**src/rtl/ext_reg_mailbox.sv**
```systemverilog
// Hardware endpoint of an hwext mailbox register: SW writes (qe) fill a TX FIFO drained by HW,
// HW fills an RX FIFO that SW reads (qre) with d presenting the RX head.
module ext_reg_mailbox #(
  parameter int unsigned  DW    = 32,
  parameter int unsigned  Depth = 4,
  localparam int unsigned CW    = $clog2(Depth + 1)
) (
  input  logic          clk_i,
  input  logic          rst_ni,
  input  logic          qe_i,
  input  logic [DW-1:0] q_i,
  input  logic          qre_i,
  output logic [DW-1:0] d_o,
  output logic          hw_tx_valid_o,
  output logic [DW-1:0] hw_tx_data_o,
  input  logic          hw_tx_ready_i,
  input  logic          hw_rx_valid_i,
  input  logic [DW-1:0] hw_rx_data_i,
  output logic          hw_rx_ready_o,
  output logic [CW-1:0] tx_depth_o,
  output logic [CW-1:0] rx_depth_o,
  output logic          wr_ovf_o,
  output logic          rd_udf_o,
  input  logic          err_clr_i
);

  localparam int unsigned PW = (Depth > 1) ? $clog2(Depth) : 1;

  logic [DW-1:0] tx_mem [Depth];
  logic [DW-1:0] rx_mem [Depth];

  logic [PW-1:0] tx_wp_q, tx_wp_d, tx_rp_q, tx_rp_d;
  logic [PW-1:0] rx_wp_q, rx_wp_d, rx_rp_q, rx_rp_d;
  logic [CW-1:0] tx_cnt_q, tx_cnt_d, rx_cnt_q, rx_cnt_d;
  logic          wr_ovf_q, wr_ovf_d, rd_udf_q, rd_udf_d;

  logic tx_full, tx_empty, rx_full, rx_empty;
  logic tx_push, tx_pop, rx_push, rx_pop;

  // Full/empty come only from registered counts, so no input reaches an output combinationally.
  assign tx_full  = (tx_cnt_q == CW'(Depth));
  assign tx_empty = (tx_cnt_q == '0);
  assign rx_full  = (rx_cnt_q == CW'(Depth));
  assign rx_empty = (rx_cnt_q == '0);

  assign tx_push = qe_i && !tx_full;
  assign tx_pop  = !tx_empty && hw_tx_ready_i;
  assign rx_push = hw_rx_valid_i && !rx_full;
  assign rx_pop  = qre_i && !rx_empty;

  assign hw_tx_valid_o = !tx_empty;
  assign hw_tx_data_o  = tx_empty ? '0 : tx_mem[tx_rp_q];
  assign hw_rx_ready_o = !rx_full;
  assign d_o           = rx_empty ? '0 : rx_mem[rx_rp_q];
  assign tx_depth_o    = tx_cnt_q;
  assign rx_depth_o    = rx_cnt_q;
  assign wr_ovf_o      = wr_ovf_q;
  assign rd_udf_o      = rd_udf_q;

  always_comb begin
    tx_wp_d  = tx_push ? tx_wp_q + PW'(1) : tx_wp_q;
    tx_rp_d  = tx_pop  ? tx_rp_q + PW'(1) : tx_rp_q;
    rx_wp_d  = rx_push ? rx_wp_q + PW'(1) : rx_wp_q;
    rx_rp_d  = rx_pop  ? rx_rp_q + PW'(1) : rx_rp_q;

    tx_cnt_d = tx_cnt_q;
    if (tx_push && !tx_pop)      tx_cnt_d = tx_cnt_q + CW'(1);
    else if (!tx_push && tx_pop) tx_cnt_d = tx_cnt_q - CW'(1);

    rx_cnt_d = rx_cnt_q;
    if (rx_push && !rx_pop)      rx_cnt_d = rx_cnt_q + CW'(1);
    else if (!rx_push && rx_pop) rx_cnt_d = rx_cnt_q - CW'(1);

    // A new error event outranks a clear in the same cycle.
    wr_ovf_d = (qe_i && tx_full)   || (wr_ovf_q && !err_clr_i);
    rd_udf_d = (qre_i && rx_empty) || (rd_udf_q && !err_clr_i);
  end

  always_ff @(posedge clk_i or negedge rst_ni) begin
    if (!rst_ni) begin
      tx_wp_q  <= '0;
      tx_rp_q  <= '0;
      rx_wp_q  <= '0;
      rx_rp_q  <= '0;
      tx_cnt_q <= '0;
      rx_cnt_q <= '0;
      wr_ovf_q <= 1'b0;
      rd_udf_q <= 1'b0;
    end else begin
      tx_wp_q  <= tx_wp_d;
      tx_rp_q  <= tx_rp_d;
      rx_wp_q  <= rx_wp_d;
      rx_rp_q  <= rx_rp_d;
      tx_cnt_q <= tx_cnt_d;
      rx_cnt_q <= rx_cnt_d;
      wr_ovf_q <= wr_ovf_d;
      rd_udf_q <= rd_udf_d;
    end
  end

  // Storage needs no reset: data outputs are masked to zero whenever the FIFO is empty.
  always_ff @(posedge clk_i) begin
    if (tx_push) tx_mem[tx_wp_q] <= q_i;
    if (rx_push) rx_mem[rx_wp_q] <= hw_rx_data_i;
  end

endmodule

```
**config.mk**
```make
export PLATFORM = sky130hd
export DESIGN_NAME = ext_reg_mailbox
export DESIGN_NICKNAME = d
export VERILOG_FILES = /design/src/rtl/ext_reg_mailbox.sv
export SDC_FILE = /design/constraint.sdc
export NUM_CORES = 1
export LEC_CHECK = 0
export CORE_MARGIN = 2
export CORE_UTILIZATION = 40
export DETAILED_ROUTE_END_ITERATION = 16
export GPL_TIMING_DRIVEN = 0
export HOLD_SLACK_MARGIN = 0.12
export SYNTH_ARGS = -nofsm -noshare
export SYNTH_HDL_FRONTEND = slang
export SYNTH_SLANG_ARGS = --single-unit
```
**constraint.sdc**
```tcl
create_clock -name clk_i -period 4.3 [get_ports clk_i]
set_input_delay 0.645 -clock clk_i [delete_from_list [all_inputs] [get_ports clk_i]]
set_output_delay 0.645 -clock clk_i [all_outputs]
set_load 0.005 [all_outputs]
```
==> flow_summary.toml <==
[timing]
min_period_over_period = 0.7658
finalCriticalPeriod_ps = 3293
finalHoldViolations = 0
maxSlewViolCount = 0
setup_violations = 0
rsz0062_at_grt = "false"
worst_pin_slew_ps = 790.6
clock.fmax_mhz = 303.7
skew_ps = 4.940
slew_headroom = 0.4713
tns_ps = 0

[worst_setup_path]
endpoint_kind = "output port"
crit_path_max_fanout = 10
crit_type = "flop to output port"
path_cells = "nor3_2 -> clkbuf_1 -> nor2b_1 -> clkdlybuf4s50_1"
path_buf_inv = 2
cp-start-kind = "flop"
cp.arrival_ps = 2650
slowest_delay_ps = 540
cp_top_family = "buffers and inverters"
required_ps = 3650
rrSetupSlack_ps = 1870
cp_slowest_cell = "nor3_2"

[clock_network]
postCtsSetupBuffers = 0
htreeDepth = 1
cts_hold_buf = 0
cts_buffers = 27
cts_tree = "yes"
cts_resized = 0
clk_latency_ps = 530
cts-root-buf = "clkbuf_16"
clk_pin_slew_ps = 60
clockBufferDepth = 3
cts_sinks = 272

[global_routing]
gr-total-overflow = 0
grt_max_degree = 33
grt_pass1_vias = 5588
grt_pass1_wl_um = 31090
antenna_found_initial = 2
grt_util_all_layers = 0.1423

[synthesis]
syn_avg_cell_area_um2 = 21.90
ys_warn_count = 0
ys_seq_area_frac = 0.7615
netlist_instances = 485
syn_nets = 568
synth.distinct_cells = 24
synthesis.area_um2 = 10620
synth-seq-cells = 272

[layout]
drive_above_1_share = 0.1980
final_common_cell = "edfxtp_1"
mostFrequentLayoutCells = "256 x edfxtp_1, 144 x clkdlybuf4s50_1, 60 x mux4_2"
fin_cells = 1022
nets = 749
finalInstanceArea_um2 = 13510
syn2layout_area_growth_pct = 27.20
diodes = 0

[floorplanning]
start_util = 0.4075
die_height_um = 166.9
io_pins = 145
dieArea_um2 = 27870
rows = 59
die_w_um = 166.9
core_area_um2 = 26060

[pwr]
peakVddDrop_uv = 406.2
power.total_uw = 9459
leakage_uw = 0.004506
pwr_density_cell_nw_per_um2 = 700.2

[detailed_routing]
drc = 0
routed_wl_um = 19870
viasPerCell = 4.986
vias = 5096
drt_iter0_markers = 280
post_drt_wl_per_cell_um = 19.44
dr.pass1.iters = 4
postRouteAntennaNets = 0

[run_status]
status = "completed"

[placement]
place.gp.congestion = 0.7049
dpl.hpwl_um = 12490
dpl_cell_area_um2 = 12650
numPortBuffers = 144
dpl.cell_count = 972

[flow_run]
maxCapViolCount = 0

[worst_hold_path]
min_path_type = "flop to flop"
==> cells in the mapped netlist <==
cell,number,share of area
nand2_1,4,0.0014
mux4_1,4,0.0099
nor2_1,5,0.0018
o21ai_0,2,0.00094
nor2b_1,32,0.019
and2_1,40,0.024
a21boi_2,2,0.0021
mux4_2,60,0.13
mux2_2,4,0.0042
fa_1,2,0.0038
buf_12,3,0.0057
buf_2,7,0.0033
xor2_1,5,0.0041
nand2b_1,1,0.00059
xnor2_1,7,0.0058
nor3_2,1,0.00094
or3_1,1,0.00059
ha_1,10,0.012
inv_1,8,0.0028
buf_6,5,0.0053
edfxtp_1,256,0.72
dfrtp_1,16,0.038
clkbuf_1,8,0.0028
nand3_1,2,0.00094
==> layer usage <==
layer,share of wire,global-route usage
met2,0.52,0.2537
met3,0.067,0.04064
met4,0.017,0.03036
met1,0.40,0.1727
met5,0.00065,0
==> path summary, 6_finish.rpt <==
kind,end,cells past startpoint,startpoint
max,d_o[5],4,rx_depth_o[0]$_DFFE_PN0P_
min,wr_ovf_o$_DFF_PN0_,2,wr_ovf_o$_DFF_PN0_
max reg2reg,rx_depth_o[2]$_DFFE_PN0P_,8,rx_depth_o[0]$_DFFE_PN0P_
min reg2reg,wr_ovf_o$_DFF_PN0_,2,wr_ovf_o$_DFF_PN0_
max in group asynchronous,tx_wp_q[1]$_DFFE_PN0P_,1,rst_ni
min in group asynchronous,rx_rp_q[0]$_DFFE_PN0P_,1,rst_ni
==> kinds of logic (layout without fill, tap and decap cells) <==
logic type	count (synthesis)	in the layout	synth area share
xor gates and xnor gates	12	12	0.009896
muxes	68	68	0.1414
adders and majority gates	12	12	0.01555
AOI/OAI and AO/OA	4	4	0.003063
DFF	272	272	0.7615
and+or+nand+nor	86	86	0.04866
buffers and inverters	31	233	0.01991
==> worst reg2reg max path, delay by kind of cell (launching register included) <==
family | cells | cell delay (ps)
XOR/XNOR | 2 | 320
adder cells (fa/ha/maj) | 2 | 590
AND/OR/NAND/NOR | 3 | 920
buffers and inverters | 1 | 60
flip-flops | 1 | 460
==> layout make-up <==
class                           instances  area, um2
Tap cell                              335      419.2
Sequential cell                       272       8088
Inverter                                8      30.03
Fill cell                            2065      12550
Clock inverter                         15      152.6
Clock buffer                           35      705.7
Multi-Input combinational cell        182       2331
Timing Repair Buffer                  152       1602
Buffer                                 23      181.4
==> report_power, final <==
part           leakage, uW  internal, uW  total (uW)  switching (uW)
logic              0.00155          2080        3530            1450
clock network     0.000423          1340        2250             916
registers          0.00254          3510        3680             165
==> registers in the layout, indices dropped and copies added, names as in the netlist <==
| register | cells |
|---|---|
| rx_depth_o | 3 |
| tx_rp_q | 2 |
| tx_mem | 128 |
| wr_ovf_o | 1 |
| tx_wp_q | 2 |
| rx_mem | 128 |
| rx_rp_q | 2 |
| rd_udf_o | 1 |
| tx_depth_o | 3 |
| rx_wp_q | 2 |
==> metrics by stage <==
| step | setup WS [ps] | hold WS (ps) | utilization |
|---|---|---|---|
| after floorplan | 2170 | 349.4 | - |
| after global placement | 998.0 | 515.9 | 0.4789 |
| after detailed placement | 1437 | 544.3 | 0.4855 |
| after CTS | 864.4 | 549.4 | 0.5184 |
| after global routing | 806.1 | 582.4 | 0.5184 |
| final | 1007 | 549.6 | 0.5184 |
(Power assumes the default switching activity.)
